===== config.mk =====
export PLATFORM = sky130hd
export DESIGN_NAME = golden_nonce_tx
export DESIGN_NICKNAME = d
export VERILOG_FILES = /design/src/rtl/mining_pkg.sv /design/src/rtl/nonce_fifo.sv /design/src/rtl/golden_nonce_tx.sv
export SDC_FILE = /design/constraint.sdc
export NUM_CORES = 1
export LEC_CHECK = 0
export ABC_CLOCK_PERIOD_IN_PS = 2650
export BUFFER_PORTS_ARGS = -buffer_cell sky130_fd_sc_hd__buf_4
export CORE_ASPECT_RATIO = 0.7
export CORE_UTILIZATION = 35
export DETAILED_ROUTE_END_ITERATION = 8
export GPL_ROUTABILITY_DRIVEN = 0
export PLACE_DENSITY = 0.53
export SLEW_MARGIN = 20
export SYNTH_ARGS = -nofsm -noshare
export SYNTH_HDL_FRONTEND = slang
export SYNTH_SLANG_ARGS = --single-unit

===== constraint.sdc =====
create_clock -name hash_clk -period 2.65 [get_ports hash_clk]
set_clock_uncertainty 0.2 [all_clocks]
set_input_delay 0.265 -clock hash_clk [delete_from_list [all_inputs] [get_ports hash_clk]]
set_output_delay 0.265 -clock hash_clk [all_outputs]
set_load 0.02 [all_outputs]

===== src/rtl/mining_pkg.sv =====
// Shared constants, transmit state encoding and frame byte selection for
// the golden-nonce report path.
package mining_pkg;

  localparam int NONCE_W = 32;
  localparam int FRAME_LEN = 6;
  localparam logic [7:0] SYNC_BYTE_DEFAULT = 8'hA5;

  typedef enum logic [2:0] {
    ST_IDLE,
    ST_SYNC,
    ST_B3,
    ST_B2,
    ST_B1,
    ST_B0,
    ST_CSUM
  } tx_state_e;

  // Byte on the link for a given state; IDLE parks the bus at zero.
  function automatic logic [7:0] frame_byte(input tx_state_e st,
                                            input logic [NONCE_W-1:0] n,
                                            input logic [7:0] sync);
    logic [7:0] b;
    b = 8'h00;
    case (st)
      ST_SYNC: b = sync;
      ST_B3:   b = n[31:24];
      ST_B2:   b = n[23:16];
      ST_B1:   b = n[15:8];
      ST_B0:   b = n[7:0];
      ST_CSUM: b = n[31:24] ^ n[23:16] ^ n[15:8] ^ n[7:0];
      default: b = 8'h00;
    endcase
    return b;
  endfunction

endpackage


===== src/rtl/nonce_fifo.sv =====
// Small circular FIFO with a registered occupancy count; the head word is
// read combinationally so the consumer can latch it on the pop edge.
module nonce_fifo #(
  parameter int DEPTH = 4,
  parameter int WIDTH = 32
) (
  input  logic                     clk,
  input  logic                     rst_n,
  input  logic                     push,
  input  logic [WIDTH-1:0]         wdata,
  input  logic                     pop,
  output logic [WIDTH-1:0]         rdata,
  output logic                     full,
  output logic                     empty,
  output logic [$clog2(DEPTH):0]   count
);

  localparam int PTR_W = $clog2(DEPTH);
  localparam int CNT_W = PTR_W + 1;

  logic [WIDTH-1:0] mem_q [DEPTH];
  logic [PTR_W-1:0] wr_ptr_q, wr_ptr_d;
  logic [PTR_W-1:0] rd_ptr_q, rd_ptr_d;
  logic [CNT_W-1:0] count_q, count_d;
  logic             do_push;
  logic             do_pop;

  assign full  = (count_q == CNT_W'(DEPTH));
  assign empty = (count_q == '0);
  assign count = count_q;
  assign rdata = mem_q[rd_ptr_q];

  // A push into a full FIFO is legal only when the head leaves on the same edge.
  always_comb begin
    do_pop   = pop && !empty;
    do_push  = push && (!full || do_pop);
    wr_ptr_d = wr_ptr_q;
    rd_ptr_d = rd_ptr_q;
    count_d  = count_q;
    if (do_push) wr_ptr_d = wr_ptr_q + PTR_W'(1);
    if (do_pop)  rd_ptr_d = rd_ptr_q + PTR_W'(1);
    case ({do_push, do_pop})
      2'b10:   count_d = count_q + CNT_W'(1);
      2'b01:   count_d = count_q - CNT_W'(1);
      default: count_d = count_q;
    endcase
  end

  always_ff @(posedge clk or negedge rst_n) begin
    if (!rst_n) begin
      wr_ptr_q <= '0;
      rd_ptr_q <= '0;
      count_q  <= '0;
    end else begin
      wr_ptr_q <= wr_ptr_d;
      rd_ptr_q <= rd_ptr_d;
      count_q  <= count_d;
    end
  end

  always_ff @(posedge clk) begin
    if (do_push) mem_q[wr_ptr_q] <= wdata;
  end

endmodule


===== src/rtl/golden_nonce_tx.sv =====
// Queues golden nonces from the miner core and streams each one to the host
// as a six-byte frame: sync, nonce MSB first, XOR checksum.
module golden_nonce_tx
  import mining_pkg::*;
#(
  parameter int          DEPTH        = 4,
  parameter logic [31:0] NONCE_OFFSET = 32'd0,
  parameter logic [7:0]  SYNC_BYTE    = SYNC_BYTE_DEFAULT
) (
  input  logic                   hash_clk,
  input  logic                   reset,
  input  logic                   nonce_valid,
  input  logic [NONCE_W-1:0]     golden_nonce,
  input  logic                   clear_overflow,
  output logic [7:0]             tx_data,
  output logic                   tx_valid,
  input  logic                   tx_ready,
  output logic [$clog2(DEPTH):0] fifo_count,
  output logic                   overflow
);

  tx_state_e          state_q, state_d;
  logic [NONCE_W-1:0] frame_q, frame_d;
  logic [7:0]         tx_data_q, tx_data_d;
  logic               overflow_q, overflow_d;

  logic               fifo_push;
  logic               fifo_pop;
  logic               fifo_full;
  logic               fifo_empty;
  logic               drop;
  logic [NONCE_W-1:0] fifo_rdata;
  logic [NONCE_W-1:0] adj_nonce;

  assign adj_nonce = golden_nonce - NONCE_OFFSET;

  nonce_fifo #(
    .DEPTH (DEPTH),
    .WIDTH (NONCE_W)
  ) u_fifo (
    .clk   (hash_clk),
    .rst_n (reset),
    .push  (fifo_push),
    .wdata (adj_nonce),
    .pop   (fifo_pop),
    .rdata (fifo_rdata),
    .full  (fifo_full),
    .empty (fifo_empty),
    .count (fifo_count)
  );

  // tx_data is computed from the next state so it is already registered
  // when tx_valid rises and cannot change while a byte is stalled.
  always_comb begin
    state_d  = state_q;
    fifo_pop = 1'b0;
    case (state_q)
      ST_IDLE: if (!fifo_empty) begin
        fifo_pop = 1'b1;
        state_d  = ST_SYNC;
      end
      ST_SYNC: if (tx_ready) state_d = ST_B3;
      ST_B3:   if (tx_ready) state_d = ST_B2;
      ST_B2:   if (tx_ready) state_d = ST_B1;
      ST_B1:   if (tx_ready) state_d = ST_B0;
      ST_B0:   if (tx_ready) state_d = ST_CSUM;
      ST_CSUM: if (tx_ready) begin
        if (!fifo_empty) begin
          fifo_pop = 1'b1;
          state_d  = ST_SYNC;
        end else begin
          state_d  = ST_IDLE;
        end
      end
      default: state_d = ST_IDLE;
    endcase

    frame_d    = fifo_pop ? fifo_rdata : frame_q;
    tx_data_d  = frame_byte(state_d, frame_d, SYNC_BYTE);
    fifo_push  = nonce_valid && (!fifo_full || fifo_pop);
    drop       = nonce_valid && fifo_full && !fifo_pop;
    overflow_d = drop || (overflow_q && !clear_overflow);
  end

  always_ff @(posedge hash_clk or negedge reset) begin
    if (!reset) begin
      state_q    <= ST_IDLE;
      frame_q    <= '0;
      tx_data_q  <= 8'h00;
      overflow_q <= 1'b0;
    end else begin
      state_q    <= state_d;
      frame_q    <= frame_d;
      tx_data_q  <= tx_data_d;
      overflow_q <= overflow_d;
    end
  end

  assign tx_data  = tx_data_q;
  assign tx_valid = (state_q != ST_IDLE);
  assign overflow = overflow_q;

endmodule


# After elaboration in Yosys (flattened, before gate mapping)
# Memory sizes are Yosys's and may differ from the RTL's.
# Index checks and enable logic that the tools add are counted.
totals:
  word_cells: 64
  input_bits: 37
  output_inout_bits: 13
  reg_bits: 51
  mem_count: 1
  ram_bits: 128
classes:
  muxes: 17
  n_eq_ne: 15
  bitwise_logic: 3
  n_reduce_logical: 17
  add_sub_neg: 4
memory_table:
  columns: ["memory", "depth", "width", "rd", "rd_ports_with_merged_regs", "wr", "line", "rtl"]
  rows:
  - ["u_fifo.mem_q", 4, 32, 1, 0, 1, "nonce_fifo.sv:21", "logic [WIDTH-1:0] mem_q [DEPTH];"]
op_table:
  columns: ["operator", "count"]
  rows:
  - ["$pmux 8 s6", 1]
  - ["$mux 32", 1]
  - ["$xor 8x8->8", 3]
  - ["$eq 3x3->1 const B", 7]
  - ["$mux 3", 7]
  - ["$pmux 3 s7", 1]
  - ["$eq 3x2->1 const B", 4]
  - ["$eq 3x1->1 const B", 2]
  - ["$logic_and 1x1->1", 6]
  - ["$logic_not 3->1", 2]
  - ["$pmux 3 s2", 1]
  - ["$mux 1", 5]
  - ["$add 2x1->2 const B", 2]
  - ["$logic_not 1->1", 4]
  - ["$add 3x1->3 const B", 1]
  - ["$logic_or 1x1->1", 3]
  - ["$reduce_bool 3->1", 1]
  - ["$sub 3x1->3 const B", 1]
  - ["$eq 2x1->1 const B", 1]
  - ["$eq 2x2->1 const B", 1]
  - ["$pmux 1 s2", 1]
  - ["$reduce_bool 2->1", 1]

# Depth between registers and ports, before layout
depth:
  ltp_word: 9
  depth_mapped: 10
  ltp_nobuf: 10

# Cells and area by module
# A second synthesis with hierarchy kept.
hier_totals:
  hier_cells: 447
  area_unflattened_um2: 7597.3
by_module_without_submodules:
  columns: ["module", "n_inst", "cells_per_inst", "seq_area_each_um2", "area_per_inst_um2"]
  rows:
  - ["nonce_fifo", 1, 206, 4018.9, 5046.1]
  - ["golden_nonce_tx", 1, 241, 1101.1, 2551.2]

# Least setup slack after synthesis
# No wires, ideal clock.
synth_timing:
  kind: "register -> register"
  from: "register state_q[2]"
  to: "register u_fifo.count_q[2] (netlist: u_fifo.count[2])"
  path_buffers: 1
  required_time_ns: 2.370
  arrival_time_ns: 2.282
  setup_ns: 0.080
  path_stages_with_launch: 10
  period_less_slack_ns: 2.562
  path_slack_ns: 0.088
  path_cell_list: "dfrtp_1 -> or3_4 -> a21oi_4 -> buf_6 -> ha_1 -> inv_1 -> fa_1 -> xor2_1 -> nor2_1 -> xor2_1"
synth_between:
  elab_chain_len: 7
  elab_cells_between_ends: 12
  cone_classes: "3 x eq/ne; 2 x mux; 7 x reduce/logical"
synth_rtl:
  columns: ["element", "line", "rtl"]
  rows:
  - ["from (decl)", "golden_nonce_tx.sv:22", "tx_state_e state_q, state_d;"]
  - ["from (signal assigned)", "golden_nonce_tx.sv:92", "state_q <= state_d;"]
  - ["$eq 3x3->1 or $logic_not 3->1 (tied branches)", "golden_nonce_tx.sv:57", "case (state_q)"]
  - ["$pmux 1 s2 *", "golden_nonce_tx.sv:57", null]
  - ["$logic_and 1x1->1 *", "nonce_fifo.sv:35", "do_pop = pop && !empty;"]
  - ["net u_fifo.do_pop", "nonce_fifo.sv:26", "logic do_pop;"]
  - ["$logic_or 1x1->1", "nonce_fifo.sv:36", "do_push = push && (!full || do_pop);"]
  - ["$logic_and 1x1->1", "nonce_fifo.sv:36", null]
  - ["$eq 2x1->1 or $eq 2x2->1 (tied branches)", "nonce_fifo.sv:42", "case ({do_push, do_pop})"]
  - ["$pmux 3 s2 or $reduce_bool 2->1 (tied branches)", null, null]
  - ["to (signal assigned)", "nonce_fifo.sv:57", "count_q <= count_d;"]
  - ["to (decl)", "nonce_fifo.sv:24", "logic [CNT_W-1:0] count_q, count_d;"]
# Mark *: on every way through the listed nets, which the timed path passes. The rest lies on a longest branch.
# A chain may end at the register's enable or synchronous reset.

# Worst setup path in the final report
layout_timing:
  from: "register state_q[2]"
  to: "register tx_data_q[5] (netlist: tx_data[5])"
layout_between:
  elab_chain_len: 7
  elab_cells_between_ends: 27
  cone_classes: "12 x eq/ne; 11 x mux; 3 x bitwise; 1 x reduce/logical"
layout_rtl:
  columns: ["element", "line", "rtl"]
  rows:
  - ["$eq 3x3->1 or $logic_not 3->1 (tied branches)", "golden_nonce_tx.sv:57", null]
  - ["$pmux 1 s2 *", "golden_nonce_tx.sv:57", null]
  - ["$mux 32 *", "golden_nonce_tx.sv:78", "frame_d = fifo_pop ? fifo_rdata : frame_q;"]
  - ["net frame_d[21]", "golden_nonce_tx.sv:23", "logic [NONCE_W-1:0] frame_q, frame_d;"]
  - ["$xor 8x8->8 (3 in series)", "mining_pkg.sv:31", "ST_CSUM: b = n[31:24] ^ n[23:16] ^ n[15:8] ^ n[7:0];"]
  - ["$pmux 8 s6 *", "mining_pkg.sv:25", "case (st)"]
  - ["net tx_data_d[5]", "golden_nonce_tx.sv:24", "logic [7:0] tx_data_q, tx_data_d;"]
  - ["to (signal assigned)", "golden_nonce_tx.sv:94", "tx_data_q <= tx_data_d;"]
  - ["to (decl)", "golden_nonce_tx.sv:24", null]
# Marked as above.

==> results.sh <==
export IMPL_critPathLaunchType="flop"
export IMPL_synth_area_leaders="edfxtp_1 53%, dfrtp_1 18%, mux4_2 10%, mux2i_1 3.7%, xnor2_1 3.0%"
export IMPL_syn_num_nets=452
export IMPL_maxCapViolations=0
export IMPL_r2r_start="state_q[2]"
export IMPL_insertion_delay_ps=430
export IMPL_cts_sinks=179
export IMPL_ios=50
export IMPL_synth_enable_flop_cells=128
export IMPL_start_util_pct=36.13
export IMPL_die_w_um=173.8
export IMPL_rows=43
export IMPL_crit_type="flop to flop"
export IMPL_routedWlPerCell_um=17.98
export IMPL_fmax_mhz=400.7
export IMPL_layout_nets=560
export IMPL_yosysTopAreaCell="edfxtp_1"
export IMPL_swShare_pct=34.51
export IMPL_synthCells=409
export IMPL_grt_pass1_vias=3968
export IMPL_drc=0
export IMPL_cts_max_path_buffers=2
export IMPL_drive_gt1_share_pct=26.98
export IMPL_viasPerCell=4.741
export IMPL_numPortBuffers=49
export IMPL_p_leak_nw=3.400
export IMPL_dieHeight_um=122.3
export IMPL_rsz0062_at_grt="no"
export IMPL_die_area_um2=21250
export IMPL_setup_worst_path_start="state_q[2]"
export IMPL_cts_tree="yes"
export IMPL_diodes=0
export IMPL_cts_resized=0
export IMPL_ys_types=40
export IMPL_yosysTopAreaCellShare_pct=53.16
export IMPL_clkPwrFrac_pct=21.9
export IMPL_status="finished clean"
export IMPL_routed_wl_um=14380
export IMPL_first_pass_iters=5
export IMPL_ir_drop_v=0.0005143
export IMPL_yosysSeqAreaShare_pct=70.81
export IMPL_cts_buffers=17
export IMPL_holdCritPathClass="primary input to flop"
export IMPL_dp_hpwl_um=9046
export IMPL_final_antenna_net_count=0
export IMPL_timing_critical_path_required_ps=2720
export IMPL_gr_total_overflow=0
export IMPL_tightest_slew_ps=686.7
export IMPL_core_area_um2=20010
export IMPL_synth_area_um2=7231
export IMPL_syn2layout_area_growth_pct=25.04
export IMPL_htree_num_levels=4
export IMPL_power_density_cell_area_nw_per_um2=1265
export IMPL_holdWs_ps=66.15
export IMPL_switching_power_mw=3.948
export IMPL_grt_max_degree=52
export IMPL_cts_root_buffer="clkbuf_16"
export IMPL_grt_usage_pct=14.42
export IMPL_stdcell_area_um2=9041
export IMPL_synth_area_per_cell_um2=17.68
export IMPL_finalSetupViolations=0
export IMPL_finalCritPeriodShare_pct=94.17
export IMPL_worstPathMaxFanout=17
export IMPL_power_frac_seq_pct=35.9
export IMPL_antenna_found_initial=0
export IMPL_arrival_ps=2560
export IMPL_max_slew_margin_pct=54.22
export IMPL_ys_ff_latch=179
export IMPL_grt_pass1_wl_um=22520
export IMPL_synth_most_common_cell="edfxtp_1"
export IMPL_endpoint_kind="flop"
export IMPL_initialDrtViolationCount=228
export IMPL_yosys_warnings=0
export IMPL_ff2ff_setup_slack_ps=150
export IMPL_hold_start="nonce_valid"
export IMPL_drv_slew=0
export IMPL_synth_commonest_cells="128 x edfxtp_1, 51 x dfrtp_1, 37 x inv_1, 32 x mux4_2, 27 x mux2i_1"
export IMPL_period_minus_slack_ps=2495
export IMPL_clk_transition_reported_paths_ps=70
export IMPL_async_reset_ff_share_pct=28.49
export IMPL_vias=3793
export IMPL_fin_tns_setup_ps=0
export IMPL_hold_viol=0
export IMPL_pwr_share_comb_pct=42.2
export IMPL_internal_power_mw=7.491
export IMPL_ys_flop_type="edfxtp_1"
export IMPL_place_area_um2=8049
-- power groups by stage --
stage | combinational [mW] | sequential (mW) | clock, mW
after floorplan | 3.39 | 4.20 | 0
after global placement | 4.62 | 4.15 | 0
after detailed placement | 4.73 | 4.18 | 0
after CTS | 4.79 | 4.12 | 2.56
after global routing | 5.32 | 4.18 | 2.66
final | 4.83 | 4.11 | 2.50
-- routing by layer --
layer	routed length (um)	GRT usage [%]	vias to the layer above
met1	7298	20.74	1947
li1	-	-	1764
met4	146	4.441	0
met2	6602	22.23	64
met5	0	0	-
met3	333	2.850	18
-- kinds of logic after synthesis --
logic type | after synthesis | synth area share [%]
simple gates | 33 | 2.388
xor+xnor | 31 | 3.755
buf+inv | 53 | 3.357
mux | 65 | 14.64
compound gates | 42 | 3.911
fa+ha+maj | 6 | 1.142
flops | 179 | 70.81
-- per-stage QoR --
stage	utilization [%]	cells	setup slack [ps]	total power [mW]
floorplan	-	409	87.69	7.587
global placement	40.22	729	246.2	8.767
detailed placement	40.22	729	127.6	8.905
CTS	44.97	797	99.13	11.47
global route	45.17	800	6.323	12.16
finish	45.17	800	154.6	11.44
-- path summary, 6_finish.rpt --
path                                            to  cells past startpoint
worst max-delay path                    tx_data[5]                      6
worst min-delay path            u_fifo.wr_ptr_q[0]                      3
worst max register to register          tx_data[5]                      6
worst min register to register         frame_q[31]                      2
max in group asynchronous       u_fifo.rd_ptr_q[0]                      2
min in group asynchronous                 overflow                      2
-- placed cells by master, fill, tap and decap left out, types with 2 or more instances in the layout --
cell	synthesis	routed
a21o_1	4	4
a21oi_1	6	6
a221oi_1	2	2
a222oi_1	2	2
and3_1	4	4
buf_12	0	7
buf_4	0	61
clkbuf_16	0	18
clkinv_4	0	3
dfrtp_1	51	50
dlygate4sd3_1	0	36
edfxtp_1	128	128
ha_1	5	5
inv_1	37	37
inv_6	0	3
inv_8	0	5
mux2_2	6	6
mux2i_1	27	27
mux4_2	32	32
nand2_1	9	9
nor2_1	8	8
nor2b_1	3	3
o211ai_1	4	4
o21ai_0	6	6
o21ai_1	4	4
o22ai_1	10	10
xnor2_1	25	25
xor2_1	6	6
-- registers in the layout (all words and copies together), names as in the netlist --
name	count
overflow	1
u_fifo.count	3
state_q	3
u_fifo.wr_ptr_q	2
frame_q	32
tx_data	8
u_fifo.mem_q	128
u_fifo.rd_ptr_q	2
-- layout make-up --
class / count / area, um^2
Fill cell: 1788 / 10970
Sequential cell: 179 / 5121
Multi-Input combinational cell: 177 / 1868
Timing Repair Buffer: 105 / 983.4
Clock buffer: 17 / 425.4
Tap cell: 270 / 337.8
Clock inverter: 15 / 166.4
Inverter: 37 / 138.9
-- critical path, cell delays in order, from the launching register on --
cell	delay, ps
dfrtp_1	390
or3_4	420
a21oi_4	210
buf_12	200
mux2_2	390
a222oi_1	340
o211ai_1	190
-- what timing repair did --
item / 4_1_cts / 5_1_grt
hold endpoints to repair: 181 / 0
endpoints found under the setup margin: 0 / 2
setup buffers: 0 / 2
hold buffers: 36 / 0
Note: power is estimated with default switching activity, not from simulation.
